==> config.mk <==
export PLATFORM = sky130hd
export DESIGN_NAME = conv_aip_host_sequencer
export DESIGN_NICKNAME = d
export VERILOG_FILES = /design/src/rtl/conv_aip_pkg.sv /design/src/rtl/conv_aip_rd_port.sv /design/src/rtl/conv_aip_host_sequencer.sv
export SDC_FILE = /design/constraint.sdc
export NUM_CORES = 1
export LEC_CHECK = 0
export CORE_ASPECT_RATIO = 0.9
export CORE_MARGIN = 2
export CORE_UTILIZATION = 43
export DETAILED_ROUTE_END_ITERATION = 8
export GPL_TIMING_DRIVEN = 0
export PLACE_DENSITY = 0.92
export SYNTH_ARGS = -nofsm -noshare
export SYNTH_HDL_FRONTEND = slang
export SYNTH_SLANG_ARGS = --single-unit
==> constraint.sdc <==
create_clock -name clk -period 2.35 [get_ports clk]
set_input_delay 0.47 -clock clk [delete_from_list [all_inputs] [get_ports clk]]
set_output_delay 0.47 -clock clk [all_outputs]
set_load 0.02 [all_outputs]
==> src/rtl/conv_aip_pkg.sv <==
// Shared AIP target codes, sequencer state encodings and the job-length clamp.
package conv_aip_pkg;
  localparam logic [4:0] CFG_MEMIN0_PTR  = 5'h00;
  localparam logic [4:0] CFG_MEMIN0      = 5'h01;
  localparam logic [4:0] CFG_MEMOUT0_PTR = 5'h02;
  localparam logic [4:0] CFG_MEMOUT0     = 5'h03;
  localparam logic [4:0] CFG_CONFREG_PTR = 5'h04;
  localparam logic [4:0] CFG_CONFREG     = 5'h05;
  localparam logic [4:0] CFG_STATUS      = 5'h1E;

  localparam logic [31:0] INT_CLR_DONE = 32'h1;

  localparam logic [3:0] ST_IDLE     = 4'd0,  ST_PTR_IN   = 4'd1,  ST_WR_IN   = 4'd2,
                         ST_WR_CONF  = 4'd3,  ST_START    = 4'd4,  ST_WAIT_INT = 4'd5,
                         ST_CLR_INT  = 4'd6,  ST_PTR_OUT  = 4'd7,  ST_RD_ISSUE = 4'd8,
                         ST_RD_WAIT  = 4'd9,  ST_RD_HOLD  = 4'd10, ST_FIN      = 4'd11;

  function automatic logic [6:0] clamp_len(input logic [6:0] len, input logic [6:0] max_len);
    if (len == 7'd0) return 7'd1;
    if (len > max_len) return max_len;
    return len;
  endfunction
endpackage

==> src/rtl/conv_aip_rd_port.sv <==
// Read-return path: READ_LAT-deep strobe delay line, then a single result register
// exposed with valid/ready; out_data holds until the consumer takes it.
module conv_aip_rd_port #(
  parameter int READ_LAT = 1
) (
  input  logic        clk,
  input  logic        rst,
  input  logic        rd_issue,
  input  logic [15:0] rd_data,
  input  logic        out_ready,
  output logic        cap,
  output logic        out_valid,
  output logic [15:0] out_data
);
  logic [READ_LAT-1:0] pipe_q, pipe_d;
  logic                vld_q, vld_d;
  logic [15:0]         dat_q, dat_d;

  // Oldest stage marks the cycle in which the AIP read data is valid.
  assign cap       = pipe_q[READ_LAT-1];
  assign out_valid = vld_q;
  assign out_data  = dat_q;

  always_comb begin
    pipe_d = (READ_LAT)'({pipe_q, rd_issue});
    vld_d  = vld_q;
    dat_d  = dat_q;
    if (cap) begin
      vld_d = 1'b1;
      dat_d = rd_data;
    end else if (vld_q && out_ready) begin
      vld_d = 1'b0;
    end
  end

  always_ff @(posedge clk or posedge rst) begin
    if (rst) begin
      pipe_q <= '0;
      vld_q  <= 1'b0;
      dat_q  <= 16'h0000;
    end else begin
      pipe_q <= pipe_d;
      vld_q  <= vld_d;
      dat_q  <= dat_d;
    end
  end
endmodule

==> src/rtl/conv_aip_host_sequencer.sv <==
// AIP host job sequencer: load MemIn0, configure, start, await/clear interrupt, read MemOut0.
// Optional CONV_HOST_TIMEOUT_EN adds an interrupt-wait watchdog with sticky err_timeout.
module conv_aip_host_sequencer
  import conv_aip_pkg::*;
#(
  parameter int READ_LAT       = 1,
  parameter int TIMEOUT_CYCLES = 4096,
  parameter int MAX_IN         = 32,
  parameter int MAX_OUT        = 64
) (
  input  logic        clk,
  input  logic        rst_a,
  input  logic        job_start,
  input  logic [5:0]  job_in_len,
  input  logic [6:0]  job_out_len,
  input  logic [4:0]  job_size,
  input  logic        in_valid,
  input  logic [7:0]  in_data,
  output logic        in_ready,
  output logic        out_valid,
  output logic [15:0] out_data,
  input  logic        out_ready,
  output logic        busy,
  output logic        done,
  output logic        err_timeout,
  output logic        aip_en_s,
  output logic [4:0]  aip_conf_dbus,
  output logic [31:0] aip_data_in,
  output logic        aip_write,
  output logic        aip_read,
  output logic        aip_start,
  input  logic [31:0] aip_data_out,
  input  logic        aip_int_req
);
  logic [3:0] state_q, state_d;
  logic [6:0] in_len_q, in_len_d, out_len_q, out_len_d, cnt_q, cnt_d;
  logic [4:0] size_q, size_d;
  logic       tmo_hit, rd_cap;
  logic       unused_hi;

  assign unused_hi = ^aip_data_out[31:16];
  assign aip_en_s  = 1'b1;
  assign busy      = (state_q != ST_IDLE) && (state_q != ST_FIN);
  assign done      = (state_q == ST_FIN);

  conv_aip_rd_port #(.READ_LAT(READ_LAT)) u_rd_port (
    .clk       (clk),
    .rst       (rst_a),
    .rd_issue  (aip_read),
    .rd_data   (aip_data_out[15:0]),
    .out_ready (out_ready),
    .cap       (rd_cap),
    .out_valid (out_valid),
    .out_data  (out_data)
  );

  always_comb begin
    state_d       = state_q;
    in_len_d      = in_len_q;
    out_len_d     = out_len_q;
    size_d        = size_q;
    cnt_d         = cnt_q;
    in_ready      = 1'b0;
    aip_write     = 1'b0;
    aip_read      = 1'b0;
    aip_start     = 1'b0;
    aip_conf_dbus = CFG_STATUS;
    aip_data_in   = 32'h0;
    case (state_q)
      ST_IDLE: if (job_start) begin
        in_len_d  = clamp_len({1'b0, job_in_len}, 7'(MAX_IN));
        out_len_d = clamp_len(job_out_len, 7'(MAX_OUT));
        size_d    = job_size;
        state_d   = ST_PTR_IN;
      end
      ST_PTR_IN: begin
        aip_write     = 1'b1;
        aip_conf_dbus = CFG_MEMIN0_PTR;
        cnt_d         = 7'd0;
        state_d       = ST_WR_IN;
      end
      ST_WR_IN: begin
        in_ready      = 1'b1;
        aip_conf_dbus = CFG_MEMIN0;
        if (in_valid) begin
          aip_write   = 1'b1;
          aip_data_in = {24'h0, in_data};
          cnt_d       = cnt_q + 7'd1;
          if (cnt_q + 7'd1 == in_len_q) state_d = ST_WR_CONF;
        end
      end
      ST_WR_CONF: begin
        aip_write     = 1'b1;
        aip_conf_dbus = CFG_CONFREG;
        aip_data_in   = {27'h0, size_q};
        state_d       = ST_START;
      end
      ST_START: begin
        aip_start = 1'b1;
        state_d   = ST_WAIT_INT;
      end
      ST_WAIT_INT: begin
        if (aip_int_req)  state_d = ST_CLR_INT;
        else if (tmo_hit) state_d = ST_FIN;
      end
      ST_CLR_INT: begin
        aip_write   = 1'b1;
        aip_data_in = INT_CLR_DONE;
        state_d     = ST_PTR_OUT;
      end
      ST_PTR_OUT: begin
        aip_write     = 1'b1;
        aip_conf_dbus = CFG_MEMOUT0_PTR;
        cnt_d         = 7'd0;
        state_d       = ST_RD_ISSUE;
      end
      ST_RD_ISSUE: begin
        aip_read      = 1'b1;
        aip_conf_dbus = CFG_MEMOUT0;
        state_d       = ST_RD_WAIT;
      end
      ST_RD_WAIT: begin
        aip_conf_dbus = CFG_MEMOUT0;
        if (rd_cap) state_d = ST_RD_HOLD;
      end
      ST_RD_HOLD: if (out_valid && out_ready) begin
        cnt_d   = cnt_q + 7'd1;
        state_d = (cnt_q + 7'd1 == out_len_q) ? ST_FIN : ST_RD_ISSUE;
      end
      ST_FIN:  state_d = ST_IDLE;
      default: state_d = ST_IDLE;
    endcase
  end

  always_ff @(posedge clk or posedge rst_a) begin
    if (rst_a) begin
      state_q   <= ST_IDLE;
      in_len_q  <= 7'd0;
      out_len_q <= 7'd0;
      size_q    <= 5'd0;
      cnt_q     <= 7'd0;
    end else begin
      state_q   <= state_d;
      in_len_q  <= in_len_d;
      out_len_q <= out_len_d;
      size_q    <= size_d;
      cnt_q     <= cnt_d;
    end
  end

`ifdef CONV_HOST_TIMEOUT_EN
  logic [15:0] tmo_q, tmo_d;
  logic        err_q, err_d;

  // Counter value equals cycles already spent in WAIT_INT; it idles at zero elsewhere.
  always_comb begin
    tmo_d   = (state_q == ST_WAIT_INT) ? tmo_q + 16'd1 : 16'd0;
    tmo_hit = (state_q == ST_WAIT_INT) && !aip_int_req && (tmo_q == 16'(TIMEOUT_CYCLES - 1));
    err_d   = err_q;
    if (state_q == ST_IDLE && job_start) err_d = 1'b0;
    else if (tmo_hit)                    err_d = 1'b1;
  end

  always_ff @(posedge clk or posedge rst_a) begin
    if (rst_a) begin
      tmo_q <= 16'd0;
      err_q <= 1'b0;
    end else begin
      tmo_q <= tmo_d;
      err_q <= err_d;
    end
  end

  assign err_timeout = err_q;
`else
  localparam int unused_tmo_cycles = TIMEOUT_CYCLES;
  assign tmo_hit     = 1'b0;
  assign err_timeout = 1'b0;
`endif
endmodule

==> results_dict.tcl, run 1 <==
set metrics [dict create \
    setup_viol 0 \
    routed_wl_mm 7.159 \
    core_sq_mm 0.006621 \
    period_minus_slack_ns 2.261 \
    hold_buffers 0 \
    cp_max_fo 10 \
    firstDrtPassIters 4 \
    avgViaCountPerCell 5.025 \
    root_buffer "clkbuf_8" \
    dieHeight_um 82.87 \
    io_buffers 83 \
    end_kind "output port" \
    utilization_pct 62.23 \
    grt_max_degree 42 \
    synth_compound_area_share_pct 13.73 \
    arrival_ns 1.79 \
    route.vias.total 2573 \
    slew_headroom_pct 65.31 \
    fmax_mhz 442.3 \
    ys_ff_latch 47 \
    crit_required_ns 1.88 \
    die-area_sq_mm 0.007593 \
    tightest_slew_ns 0.5203 \
    p_leak_nw 1.872 \
    muxShareOfSynthArea_pct 9.053 \
    path_clk_slew_ns 0.09 \
    clockBufferDepth 2 \
    cp-start-kind "flip-flop" \
    cts_tree "done" \
    drt_iter0_markers 220 \
    antenna_cells 0 \
    placedCellCount 503 \
    start_util_pct 44.88 \
    ys_warn_count 0 \
    drive_gt1_share_pct 22.04 \
    fin_crit_sh_pct 96.20 \
    rsz0062_at_grt "yes" \
    first_global_vias 2372 \
    final-max-slew-violation-count 0 \
    min_path_type "input pin to asynchronous set/reset pin" \
    place_congestion 0.8785 \
    tns_ns 0 \
    ios 126 \
    syn_inst 305 \
    final_cell_area_sq_mm 0.004120 \
    power_density_mw_per_mm2 1142 \
    grt_pass1_wl_mm 11.65 \
    skew_ns 0.007582 \
    synth-adder-area-share_pct 0.8000 \
    drc 0 \
    synth_area_sq_mm 0.002972 \
    synth-async-reset-ratio_pct 100.0 \
    synth-simple-area-share_pct 18.65 \
    dpl.hpwl_mm 5.461 \
    nets 487 \
    ys_top_cells_by_area "dfrtp_1 (40%), buf_4 (7.1%), mux2_2 (6.1%)" \
    grt_usage_pct 18.97 \
    status "finished clean" \
    num_rows 28 \
    synthXorXnorAreaFrac_pct 4.926 \
    synth_top_family_by_area "simple AND/OR/NAND/NOR gates" \
    synth.distinct_cells 58 \
    fin_worst_hold_slack_ns 0.3610 \
    numCtsBuffers 5 \
    antenna_found_initial 0 \
    path_class "flip-flop to output port" \
    grt_overflow 0 \
    syn_avg_cell_area_sq_um 9.743 \
    synthDominantCellAreaShare_pct 39.58 \
    fin_cells 512 \
    clock_sinks 47 \
    drv_cap 0 \
    worst_skew_pair.late_latency_ns 0.31 \
    dieWidth_um 91.63 \
    vdd_drop_max_uv 630.3 \
    wl_per_cell_um 13.98 \
    yosys.area.top_type "dfrtp_1" \
    place_area_sq_mm 0.004025 \
    synthFlopType "dfrtp_1" \
    yosysSeqAreaShare_pct 39.58 \
    synthToLayoutAreaGrowth_pct 38.65 \
    cts-htree-levels 2 \
    ant_nets 0 \
    synth_enable_flop_cells 0 \
    hold_viol_final 0 \
]
layout make-up:
class	instances	area [sq um]
Fill cell	536	2501
Inverter	5	18.77
Clock inverter	1	30.03
Clock buffer	6	72.57
Timing Repair Buffer	86	813.3
Sequential cell	47	1177
Tap cell	90	112.6
Buffer	48	381.6
Multi-Input combinational cell	229	1514
kinds of logic (layout without fill, tap and decap cells):
| group | after synthesis | in the layout |
|---|---|---|
| AND/OR/NAND/NOR | 102 | 102 |
| AO/OA/AOI/OAI | 60 | 60 |
| buffers and inverters | 53 | 146 |
| flip-flops | 47 | 47 |
| multiplexers | 24 | 24 |
| XOR/XNOR | 15 | 15 |
| adder cells (fa/ha/maj) | 2 | 2 |
| other | 2 | 26 |
Yosys cell counts, drive strengths merged, types with 2 or more instances:
master / instances
nor2: 14
a21o: 2
or2b: 4
and3: 7
nand2b: 15
o22ai: 3
nor2b: 2
nand2: 29
a21oi: 7
a31oi: 4
dfrtp: 47
nor3: 11
or2: 2
mux2: 23
o31ai: 5
conb: 2
inv: 5
xor2: 6
buf: 40
o21ai: 24
xnor2: 8
clkbuf: 8
and2: 2
o32ai: 2
nand3: 6
a32o: 2
nor4: 4
a22o: 4
critical path, stage by stage (launching register included):
cell and delay [ns]:
dfrtp_1 0.42, buf_2 0.19, buf_4 0.19, nor3_1 0.29, dlygate4sd2_1 0.37
routing by layer:
layer	vias up	track usage [%]	part of all wire, %
li1	1242	-	-
met1	1225	24.41	41
met2	98	31.48	51
met3	8	3.993	6.8
met4	0	6.749	1.3
met5	-	0	0
timing repair:
action / CTS / global route
setup endpoints to repair: 19 / 12
gates resized for setup: 33 / 17
pin swaps: 1 / 1
endpoints found under the hold margin: 0 / 0
setup buffers: 2 / 0
sequential cells by signal, summed over array words and instances, names as in the netlist:
signal,flops
u_rd_port.cap,1
u_rd_port.out_valid,1
in_len_q,6
state_q,4
u_rd_port.out_data,16
size_q,5
out_len_q,7
cnt_q,7
where the power goes:
part	switching, mW	internal, mW	total, mW
combinational	1.47	1.28	2.75
sequential	0.234	1.13	1.37
clock	0.278	0.312	0.590
placed cells by master (no fill, tap or decap), types with 6 or more instances in the layout:
| cell type | instances |
|---|---|
| nand2_1 | 29 |
| xor2_1 | 6 |
| nor2_1 | 14 |
| dfrtp_1 | 46 |
| xnor2_1 | 8 |
| a21oi_1 | 7 |
| nor3_1 | 9 |
| nand2b_1 | 14 |
| clkdlybuf4s50_1 | 64 |
| clkbuf_8 | 6 |
| dlygate4sd2_1 | 10 |
| o21ai_1 | 12 |
| buf_4 | 33 |
| clkbuf_2 | 7 |
| conb_1 | 26 |
| mux2_2 | 16 |
| o21ai_0 | 12 |
| mux2_1 | 7 |
| buf_6 | 6 |
path summary, 6_finish.rpt:
kind	from	slack [ns]	cells past startpoint	end
hold reg to reg	size_q[1]$_DFFE_PP0P_	0.50	1	size_q[1]$_DFFE_PP0P_
setup / recovery	state_q[2]$_DFFE_PP0P_	0.09	4	aip_read
min in group clk	size_q[1]$_DFFE_PP0P_	0.50	1	size_q[1]$_DFFE_PP0P_
hold / removal	rst_a	0.36	2	u_rd_port.out_data[5]$_DFFE_PP0P_
setup reg to reg	cnt_q[1]$_DFFE_PP0P_	0.28	8	state_q[0]$_DFFE_PP0P_
max in group asynchronous	rst_a	1.53	3	in_len_q[3]$_DFFE_PP0P_
per-stage QoR:
step                      setup WS (ns)  total power, mW
after global placement          -0.2593            4.066
after floorplan                  0.2806            3.162
after global routing           -0.03382            4.979
after detailed placement        -0.3230            4.163
after CTS                     -0.005357            4.725
final                           0.08925            4.705
Note: power is estimated with default switching activity, not from simulation.
==> run 2, diff against run 1 <==
--- a/config.mk
+++ b/config.mk
@@ -12,2 +12,3 @@
 export GPL_TIMING_DRIVEN = 0
+export HOLD_SLACK_MARGIN = 0.06
 export PLACE_DENSITY = 0.92
--- a/constraint.sdc
+++ b/constraint.sdc
@@ -3,2 +3,2 @@
 set_output_delay 0.47 -clock clk [all_outputs]
-set_load 0.02 [all_outputs]
+set_load 0.005 [all_outputs]
==> results_dict.tcl, run 2 (same netlist as run 1, synthesis figures left out) <==
set metrics [dict create \
    status "complete, but fails checks" \
    violations "setup timing" \
    core_sq_mm 0.006621 \
    crit_required_ns 1.88 \
    grt_pass1_wl_mm 12.31 \
    clock_sinks 47 \
    grt_overflow 0 \
    crit_chain "buf_6 -> buf_6 -> o21ai_0 -> a21oi_1 -> clkdlybuf4s50_1" \
    reg2regPathDepth 8 \
    min_path_type "input pin to asynchronous set/reset pin" \
    start_util_pct 44.88 \
    dieHeight_um 82.87 \
    route.vias.total 2737 \
    ios 126 \
    drc 0 \
    layout_common_cells "clkdlybuf4s50_1 (68), dfrtp_1 (47), buf_4 (41)" \
    drive_gt1_share_pct 22.99 \
    io_buffers 83 \
    avgViaCountPerCell 5.213 \
    regToRegStartpoint "cnt_q[1]$_DFFE_PP0P_" \
    final_common_cell "clkdlybuf4s50_1" \
    wl_per_cell_um 15.16 \
    arrival_ns 1.90 \
    vdd_drop_max_uv 616.0 \
    firstDrtPassIters 4 \
    cp_max_fo 10 \
    root_buffer "clkbuf_8" \
    placedCellCount 503 \
    end_kind "output port" \
    setup_slack_ns -0.01688 \
    final-max-slew-violation-count 0 \
    fin_cells 525 \
    largest_reg_flops 16 \
    ant_nets 0 \
    hold_viol_final 0 \
    cts_tree "done" \
    cp_slowest_stage_delay_ns 0.55 \
    utilization_pct 65.57 \
    cp-start-kind "flip-flop" \
    drv_cap 0 \
    path_clk_slew_ns 0.09 \
    clockBufferDepth 2 \
    regToRegSetupSlack_ns 0.28 \
    antenna_found_initial 0 \
    dpl.hpwl_mm 5.461 \
    power_density_mw_per_mm2 1094 \
    nets 500 \
    skew_ns 0.008035 \
    p_leak_nw 2.021 \
    worst-path-buf-inv 3 \
    synthToLayoutAreaGrowth_pct 46.11 \
    antenna_cells 0 \
    fin_crit_sh_pct 100.7 \
    period_minus_slack_ns 2.367 \
    crit_family "buffers and inverters" \
    cp_common_cell "buf_6" \
    numCtsBuffers 5 \
    grt_usage_pct 20.01 \
    tightest_slew_ns 0.5465 \
    slew_headroom_pct 63.32 \
    first_global_vias 2514 \
    die-area_sq_mm 0.007593 \
    critPathSlowestCell "clkdlybuf4s50_1" \
    place_congestion 0.8785 \
    path_class "flip-flop to output port" \
    num_rows 28 \
    finalPower_mw 4.750 \
    r2r-end "state_q[0]$_DFFE_PP0P_" \
    drt_iter0_markers 191 \
    grt_max_degree 42 \
    fmax_mhz 422.5 \
    hold_buffers 0 \
    worst_skew_pair.late_latency_ns 0.31 \
    setup_viol 1 \
    crit_path_start "state_q[2]$_DFFE_PP0P_" \
    dieWidth_um 91.63 \
    cts-htree-levels 2 \
    routed_wl_mm 7.960 \
]
run 2: cell count changes in the layout (fill, tap and decap cells not counted), sizes merged:
| cell | delta |
|---|---|
| clkdlybuf4s50 | +4 |
| dlymetal6s2s | +5 |
| clkdlybuf4s15 | -1 |
| buf | +9 |
| clkbuf | -4 |
run 2: power by group:
| part | total, mW | internal (mW) | switching (mW) |
|---|---|---|---|
| clock network | 0.593 | 0.312 | 0.281 |
| logic | 2.79 | 1.54 | 1.25 |
| registers | 1.36 | 1.13 | 0.232 |
run 2: how the worst max path moves through the flow:
stage,end,slack (ns),depth (start not counted)
floorplan,state_q[0]$_DFFE_PP0P_,0.56,8
global placement,out_len_q[3]$_DFFE_PP0P_,-0.18,2
detailed placement,aip_data_in[4],-0.22,5
CTS,aip_data_in[0],-0.07,5
global route,aip_write,-0.06,5
finish,aip_write,-0.02,5
run 2: layer usage:
layer / wire length (um) / up-vias / GRT usage (%) / share of wire, %
met5: 0 / - / 0 / 0
met4: 171 / 0 / 6.061 / 2.1
met3: 663 / 18 / 4.446 / 8.3
met2: 4077 / 142 / 34.49 / 51
met1: 3047 / 1303 / 24.94 / 38
li1: - / 1274 / - / -
run 2: per-stage QoR:
| stage | setup WS, ns | setup TNS (ns) | cell area [sq um] | hold slack (ns) |
|---|---|---|---|---|
| 2_1_floorplan | 0.5577 | 0 | 3062 | 0.4641 |
| 3_3_place_gp | -0.1835 | -9.288 | 4005 | 0.4753 |
| 3_5_place_dp | -0.2205 | -1.144 | 4025 | 0.4808 |
| 4_1_cts | -0.07321 | -0.07321 | 4250 | 0.3669 |
| 5_1_grt | -0.05967 | -0.07035 | 4342 | 0.3953 |
| 6_report | -0.01688 | -0.01688 | 4342 | 0.3603 |
run 2: layout make-up:
type / instances / area, sq um
clock buffers: 6 / 72.57
plain buffers: 47 / 399.1
inverters: 5 / 18.77
clock inverters: 1 / 30.03
flip-flops and latches: 47 / 1176
multi-input cells: 229 / 1545
well taps: 90 / 112.6
fillers: 484 / 2280
repair buffers: 100 / 987.2
run 2: timing repair:
| action | 4_1_cts | 5_1_grt |
|---|---|---|
| hold endpoints to repair | 0 | 0 |
| setup buffers | 9 | 6 |
| endpoints found under the setup margin | 19 | 8 |
| resized for setup | 29 | 10 |
| pin swaps | 2 | 3 |
| gates cloned | 1 | 0 |
run 2: worst register-to-register path: stages (launching register included):
cell	delay, ns
dfrtp_1	0.42
ha_1	0.17
buf_2	0.18
and3_4	0.23
nand3_2	0.10
and3_1	0.20
o311ai_2	0.34
nand2_1	0.10
a32o_1	0.23
==> run 3, diff against run 2 <==
CAP_MARGIN = 20   (was unset)
==> results of run 3 <==
Same layout as run 2: the final DEF is identical, and so are final timing and power.
